--- src/rtl/ir_a2d_sequencer.sv ---
// SPI master and sweep sequencer for the IR line-sensor A2D. Each sweep powers the
// emitters, waits for them to settle, then reads channels 0..7 through nine pipelined frames.
module ir_a2d_sequencer #(
  parameter int SETTLE_CYCLES = 1024,
  parameter int GAP_CYCLES    = 32
) (
  input  logic        clk,
  input  logic        rst,
  input  logic        start,
  output logic        SS_n,
  output logic        SCLK,
  output logic        MOSI,
  input  logic        MISO,
  output logic        IR_EN,
  output logic [2:0]  rd_chnl,
  output logic [11:0] rd_data,
  output logic        rd_vld,
  output logic        busy,
  output logic        done
);

  localparam int MAXC   = (SETTLE_CYCLES > GAP_CYCLES) ? SETTLE_CYCLES : GAP_CYCLES;
  localparam int CW_RAW = $clog2(MAXC + 1);
  localparam int CW     = (CW_RAW > 10) ? CW_RAW : 10;

  typedef enum logic [2:0] {IDLE, SETTLE, XFER, GAP, DONE} state_t;

  state_t         state_q, state_d;
  logic [CW-1:0]  cnt_q, cnt_d;
  logic [3:0]     t_q, t_d;
  logic [3:0]     t_next;
  logic [15:0]    tx_q, tx_d;
  logic [11:0]    rx_q, rx_d;
  logic [2:0]     rd_chnl_q, rd_chnl_d;
  logic [11:0]    rd_data_q, rd_data_d;
  logic           rd_vld_q, rd_vld_d;
  logic           in_xfer, frame_end, sclk_low, sclk_rise, mosi_adv;

  // Within a frame the low five counter bits act as the clk/32 SCLK divider:
  // 16-clock front porch, 16 low/high bit periods, then a 16-clock back porch.
  always_comb begin
    in_xfer   = (state_q == XFER);
    frame_end = in_xfer && (cnt_q == CW'(543));
    sclk_low  = in_xfer && cnt_q[4] && (cnt_q < CW'(528));
    sclk_rise = in_xfer && (cnt_q[4:0] == 5'd0) && (cnt_q >= CW'(32)) && (cnt_q <= CW'(512));
    mosi_adv  = in_xfer && (cnt_q[4:0] == 5'd15) && (cnt_q >= CW'(47)) && (cnt_q <= CW'(511));
  end

  always_comb begin
    state_d   = state_q;
    cnt_d     = cnt_q + 1'b1;
    t_d       = t_q;
    t_next    = t_q + 4'd1;
    tx_d      = tx_q;
    rx_d      = rx_q;
    rd_chnl_d = rd_chnl_q;
    rd_data_d = rd_data_q;
    rd_vld_d  = 1'b0;
    case (state_q)
      IDLE: begin
        cnt_d = '0;
        if (start) state_d = SETTLE;
      end
      SETTLE: begin
        if (cnt_q == CW'(SETTLE_CYCLES - 1)) begin
          state_d = XFER;
          cnt_d   = '0;
          t_d     = 4'd0;
          tx_d    = 16'h0000;
        end
      end
      XFER: begin
        if (sclk_rise) rx_d = {rx_q[10:0], MISO};
        if (mosi_adv)  tx_d = {tx_q[14:0], 1'b0};
        if (frame_end) begin
          cnt_d = '0;
          // Frame 0 returns stale data from before the sweep, so it never strobes.
          if (t_q != 4'd0) begin
            rd_vld_d  = 1'b1;
            rd_chnl_d = t_q[2:0] - 3'd1;
            rd_data_d = rx_q;
          end
          state_d = (t_q == 4'd8) ? DONE : GAP;
        end
      end
      GAP: begin
        if (cnt_q == CW'(GAP_CYCLES - 1)) begin
          state_d = XFER;
          cnt_d   = '0;
          t_d     = t_next;
          tx_d    = {2'b00, t_next[2:0], 11'h000};
        end
      end
      DONE: begin
        state_d = IDLE;
        cnt_d   = '0;
      end
      default: begin
        state_d = IDLE;
        cnt_d   = '0;
      end
    endcase
  end

  always_ff @(posedge clk or posedge rst) begin
    if (rst) begin
      state_q   <= IDLE;
      cnt_q     <= '0;
      t_q       <= 4'd0;
      tx_q      <= 16'h0000;
      rx_q      <= 12'h000;
      rd_chnl_q <= 3'd0;
      rd_data_q <= 12'h000;
      rd_vld_q  <= 1'b0;
    end else begin
      state_q   <= state_d;
      cnt_q     <= cnt_d;
      t_q       <= t_d;
      tx_q      <= tx_d;
      rx_q      <= rx_d;
      rd_chnl_q <= rd_chnl_d;
      rd_data_q <= rd_data_d;
      rd_vld_q  <= rd_vld_d;
    end
  end

  assign SS_n    = ~in_xfer;
  assign SCLK    = ~sclk_low;
  assign MOSI    = in_xfer & tx_q[15];
  assign IR_EN   = (state_q == SETTLE) || (state_q == XFER) || (state_q == GAP);
  assign busy    = (state_q != IDLE);
  assign done    = (state_q == DONE);
  assign rd_chnl = rd_chnl_q;
  assign rd_data = rd_data_q;
  assign rd_vld  = rd_vld_q;

endmodule

--- config.mk ---
export PLATFORM = sky130hd
export DESIGN_NAME = ir_a2d_sequencer
export DESIGN_NICKNAME = d
export VERILOG_FILES = /design/src/rtl/ir_a2d_sequencer.sv
export SDC_FILE = /design/constraint.sdc
export NUM_CORES = 1
export LEC_CHECK = 0
export ABC_AREA = 1
export BUFFER_PORTS_ARGS = -buffer_cell sky130_fd_sc_hd__buf_2
export CORE_MARGIN = 10
export CORE_UTILIZATION = 40
export DETAILED_ROUTE_END_ITERATION = 10
export MAX_ROUTING_LAYER = met4
export PLACE_DENSITY = 0.67
export REMOVE_ABC_BUFFERS = 1
export SETUP_SLACK_MARGIN = 0.1
export SKIP_LAST_GASP = 1
export SYNTH_ARGS = -nofsm -noshare
export SYNTH_HDL_FRONTEND = slang
export SYNTH_SLANG_ARGS = --single-unit
--- constraint.sdc ---
create_clock -name clk -period 1.7 [get_ports clk]
set_input_delay 0.255 -clock clk [delete_from_list [all_inputs] [get_ports clk]]
set_output_delay 0.255 -clock clk [all_outputs]
set_load 0.05 [all_outputs]
**Yosys cells after proc, flatten, opt, wreduce, memory -nomap -nowiden**

Index checks and enable logic that the tools add are counted.
Widths: inputs -> output; s select.

- Logic and storage cells: 75
- Input port bits: 4
- Bits in registers: 62

- Reduce and logical (&&, ||, !) cells: 22
- Mux-type cells: 20
- Bitwise gates (word level): 3
- Equal/unequal tests: 14
- $add $sub $neg: 3
- $lt $le $gt $ge: 5

Operators with widths:

| cell | number |
|---|---|
| $mux 16 | 3 |
| $pmux 16 s3 | 1 |
| $mux 11 | 3 |
| $pmux 11 s3 | 1 |
| $eq 11x10->1 const B | 2 |
| $ge 11x6->1 const B | 2 |
| $mux 3 | 5 |
| $pmux 3 s4 | 1 |
| $add 11x1->11 const B | 1 |
| $eq 11x5->1 const B | 1 |
| $le 11x10->1 const B | 1 |
| $le 11x9->1 const B | 1 |
| $lt 11x10->1 const B | 1 |
| $logic_and 1x1->1 | 9 |
| $mux 4 | 2 |
| $pmux 4 s2 | 1 |
| $reduce_and 4->1 | 2 |
| $eq 3x2->1 const B | 2 |
| $ne 2x2->1 const B | 3 |
| $reduce_and 3->1 | 2 |
| $reduce_bool 3->1 | 2 |
| $eq 5x4->1 const B | 1 |
| $logic_not 5->1 | 1 |
| $add 4x1->4 const B | 1 |
| other kinds (13) | 18 |

**Depth between registers and ports, before layout**

- Word-level depth: 6
- Depth in mapped cells: 11
- Gate-level depth less buffers: 11

**Worst setup path after synthesis**

No wires, ideal clock.

- Kind: register to output
- From: reg state_q[2]
- To: out MOSI
- Cell stages (with the launch flop): 4
- Buffers on the path: 0
- Required time: 1.445 ns
- Slack: -0.145 ns
- Data arrival time: 1.590 ns
- Cell sequence: dfrtp_1 > inv_2 > nand3_2 > nor2_1

- Cells in the longest elaborated chain, start to end: 2

RTL lines:

| element | RTL line | source |
|---|---|---|
| from (decl) | 28 | `state_t state_q, state_d;` |
| from (signal assigned) | 116 | `state_q <= state_d;` |
| $eq 3x2->1 | 42 | `in_xfer = (state_q == XFER);` |
| $and 1x1->1 | 129 | `assign MOSI = in_xfer & tx_q[15];` |
| to (decl) | 12 | `output logic MOSI,` |

No other way between the ends.

**Worst setup path in the final report**

- From: reg cnt_q[0]
- To: reg rx_q[4]

- Cells in the longest elaborated chain, start to end: 5
- Elaborated cells between the ends (all ways): 7
- Classes of those cells: 2 x order compare; 5 x reduce/logical

RTL lines:

| element | RTL line | source |
|---|---|---|
| from (decl) | 29 | `logic [CW-1:0] cnt_q, cnt_d;` |
| from (signal assigned) | 117 | `cnt_q <= cnt_d;` |
| parallel branches: the longest is 3 deep, another holds $ge 11x6->1 | -- |  |
| $logic_and 1x1->1 (*) | 45 | `sclk_rise = in_xfer && (cnt_q[4:0] == 5'd0) && (cnt_q >= CW'(32)) && (cnt_q <= CW'(512));` |
| $reduce_and 2->1 (no line) (*) | -- |  |
| to (signal assigned) | 120 | `rx_q <= rx_d;` |
| to (decl) | 33 | `logic [11:0] rx_q, rx_d;` |

Every way passes the cells marked *.
A chain may end at the register's enable or synchronous reset.

==> flow_metrics.py <==
metrics = {
    "drt": {
        "drc": 0,
        "via_per_inst": 5.136,
        "first_iter_violations": 139,
        "wl_met2_um": 3464,
        "drt_pass1_iterations": 4,
        "wl_per_cell_um": 14.48,
        "m1WireLength_um": 2935,
        "routed-wl-met3_um": 278,
        "vias": 2424,
        "routed_wl_um": 6833,
        "highest-signal-layer": "met4",
        "drtAntennaViolNets": 0,
    },
    "logic_synthesis": {
        "synth_compound_area_frac": 0.06051,
        "yosys.area.top_type": "dfrtp_1",
        "ys_ff_latch": 51,
        "yosys.area_share.xor_xnor": 0.003335,
        "synth-simple-area-share": 0.3549,
        "synth_top_family_by_area": "simple AND/OR/NAND/NOR gates",
        "synth.area.top_cells": "dfrtp_1 (49%), nand2_1 (16%), nand3_1 (6.3%)",
        "mappedNetlistArea_um2": 2626,
        "yosysSeqAreaShare": 0.4859,
        "syn_inst": 334,
        "avgSynthCellArea_um2": 7.863,
        "yosysWarnings": 0,
        "synth_top_area_frac": 0.4859,
        "synthAdderAreaFrac": 0.02382,
        "synth_mux_area_frac": 0,
        "synth_cell_types": 31,
    },
    "clock_tree": {
        "cts_root_buf": "clkbuf_8",
        "ctsHtreeMaxLevel": 2,
        "cts_num_sinks": 51,
        "clockBufferDepth": 2,
        "cts_tree": "built",
        "clk_pin_slew_ns": 0.09,
        "cts_made_buffers": 5,
        "clk_latency_ns": 0.31,
    },
    "place": {
        "gp_congestion": 0.8464,
        "preCtsSetupSlack_ns": -0.09889,
        "hpwl_um": 4299,
        "io_buffers": 25,
    },
    "floorplan": {
        "fp.dieW_um": 101.0,
        "start_util": 0.4136,
        "ios": 26,
        "core_area_um2": 6350,
        "row_count": 29,
        "die_area_um2": 10210,
        "die_h_um": 101.0,
    },
    "setup_path": {
        "critPathLaunchType": "flip-flop",
        "r2r_start": "cnt_q[0]$_DFF_PP0_",
        "ff2ff_path_depth": 9,
        "endpoint_kind": "flip-flop",
        "cp.arrival_ns": 1.96,
        "path_class": "flip-flop to flip-flop",
        "critPathCapture": "rx_q[4]$_DFFE_PP0P_",
        "critical_path.max_fanout": 6,
        "rrSetupSlack_ns": -0.01,
        "startpoint": "cnt_q[0]$_DFF_PP0_",
        "worst_r2r_endpoint": "rx_q[4]$_DFFE_PP0P_",
        "cp.required_ns": 1.95,
    },
    "timing": {
        "post-route-period-util": 1.007,
        "finalSetupViolations": 6,
        "fmax_mhz": 584.2,
        "period_needed_ns": 1.712,
        "slew-limit-headroom": 0.7406,
        "hold_violations": 0,
        "final.setup_skew_ns": 0.008928,
        "tns_ns": -0.03099,
        "layout_setup_ws_ns": -0.01178,
        "rsz0062_at_grt": "true",
        "drv_slew": 0,
        "tightest_slew_ns": 0.3885,
    },
    "layout": {
        "drive_gt1_frac": 0.3544,
        "syn_to_final_growth_pct": 33.97,
        "antenna_cells": 0,
        "nets": 404,
        "fillerInstances": 547,
        "mostFrequentLayoutCells": "nand2_1 (101), dfrtp_1 (46), nand3_1 (26), buf_4 (24), inv_1 (23)",
        "layout_commonest_cell": "nand2_1",
    },
    "power": {
        "p_sw_frac": 0.2048,
        "irDropWorstVdd_mv": 0.3574,
        "p_int_w": 0.001653,
        "comb_power_share": 0.017,
        "p_per_area_nw_per_um2": 590.7,
        "p_switching_w": 0.0004256,
        "p_leak_nw": 1.810,
        "clockPowerShare": 0.399,
        "p_seq_frac": 0.584,
    },
    "global_route": {
        "grt_remaining_overflow": 0,
        "grt_pass1_wl_um": 10520,
        "antenna_found_initial": 0,
        "grt_usage": 0.1287,
        "grt_pass1_vias": 2208,
        "grt_max_degree": 36,
    },
    "flow_run": {
        "cap_violations": 0,
    },
    "status": {
        "status": "complete, but fails checks",
        "violations": "negative setup slack",
    },
    "hold_path": {
        "worstHoldPathType": "primary input to flip-flop",
        "whs_path_depth": 3,
    },
}
==> layer usage <==
metal  global-route usage  vias up
met2               0.2172       55
li1                     -     1184
met4              0.03859        0
met5                    -        -
met1               0.1524     1167
met3              0.02332       18
==> what timing repair did <==
| item | 4_1_cts | 5_1_grt |
|---|---|---|
| endpoints found under the setup margin | 50 | 52 |
| hold buffers | 1 | 0 |
| setup buffers | 9 | 9 |
| endpoints found under the hold margin | 16 | 0 |
| gates resized for setup | 23 | 62 |
| pin swaps | 5 | 30 |
| cloned | 2 | 1 |
==> cells in the mapped netlist, drive strengths merged <==
master,count
nand4,3
nand2,119
dfrtp,51
o211ai,3
ha,5
or2,3
o21ai,24
nor4,3
nand3b,1
buf,6
inv,37
a21oi,2
clkbuf,1
a31oi,1
nor3,1
xor2,1
nor3b,2
nor2,36
nand3,35
==> through the flow <==
step / total power [W] / instance area [µm²] / cells / utilization / hold WS (ns)
after floorplan: 0.001257 / 2577 / 327 / - / 0.4027
after global placement: 0.001274 / 2917 / 443 / 0.4593 / 0.2584
after detailed placement: 0.001274 / 2917 / 443 / 0.4593 / 0.2535
after CTS: 0.002095 / 3208 / 462 / 0.5052 / 0.1975
after global routing: 0.002154 / 3518 / 472 / 0.5541 / 0.1911
final: 0.002078 / 3518 / 472 / 0.5541 / 0.1882
==> cell families after synthesis <==
| family | Yosys count |
|---|---|
| DFF | 51 |
| and+or+nand+nor | 203 |
| buffers and inverters | 44 |
| AOI/OAI and AO/OA | 30 |
| xor gates and xnor gates | 1 |
| adders and majority gates | 5 |
==> critical path, stage by stage (launching register included) <==
cell       delay [ns]
dfrtp_1          0.43
buf_6            0.14
inv_2            0.07
ha_4             0.14
nand3_4          0.09
nor4_4           0.32
buf_4            0.19
clkbuf_16        0.15
nand3_1          0.07
nand2_1          0.06
==> state kept, by name, indices dropped and copies added, names as in the netlist <==
| name | cells |
|---|---|
| cnt_q | 11 |
| rd_chnl | 3 |
| rd_data | 12 |
| rd_vld | 1 |
| rx_q | 12 |
| state_q | 3 |
| t_q | 4 |
| tx_q | 5 |
==> layout make-up <==
type | instances | area [µm²] | area share
repair buffers | 59 | 470.5 | 0.1337
clock buffers | 5 | 68.82 | 0.01956
well taps | 77 | 96.34 | 0.02738
multi-input cells | 241 | 1411 | 0.4011
clock inverters | 2 | 37.54 | 0.01067
inverters | 37 | 151.4 | 0.04303
flip-flops and latches | 51 | 1282 | 0.3645
==> power groups by stage <==
stage	logic, W	registers, W	clock network [W]
4_1_cts	0.0000374	0.00121	0.000844
3_3_place_gp	0.0000354	0.00124	0
5_1_grt	0.0000411	0.00121	0.000899
3_5_place_dp	0.0000353	0.00124	0
2_1_floorplan	0.0000186	0.00124	0
6_report	0.0000351	0.00121	0.000829
==> worst min path at each step <==
| stage | from | slack [ns] | endpoint |
|---|---|---|---|
| finish | MISO | 0.19 | rx_q[0]$_DFFE_PP0P_ |
| global route | MISO | 0.19 | rx_q[0]$_DFFE_PP0P_ |
| CTS | MISO | 0.20 | rx_q[0]$_DFFE_PP0P_ |
| detailed placement | rst | 0.25 | rd_data[10]$_DFFE_PP0P_ |
| global placement | rst | 0.26 | rd_data[10]$_DFFE_PP0P_ |
| floorplan | MISO | 0.40 | rx_q[0]$_DFFE_PP0P_ |
No activity file was read; power rests on OpenSTA's default activity.
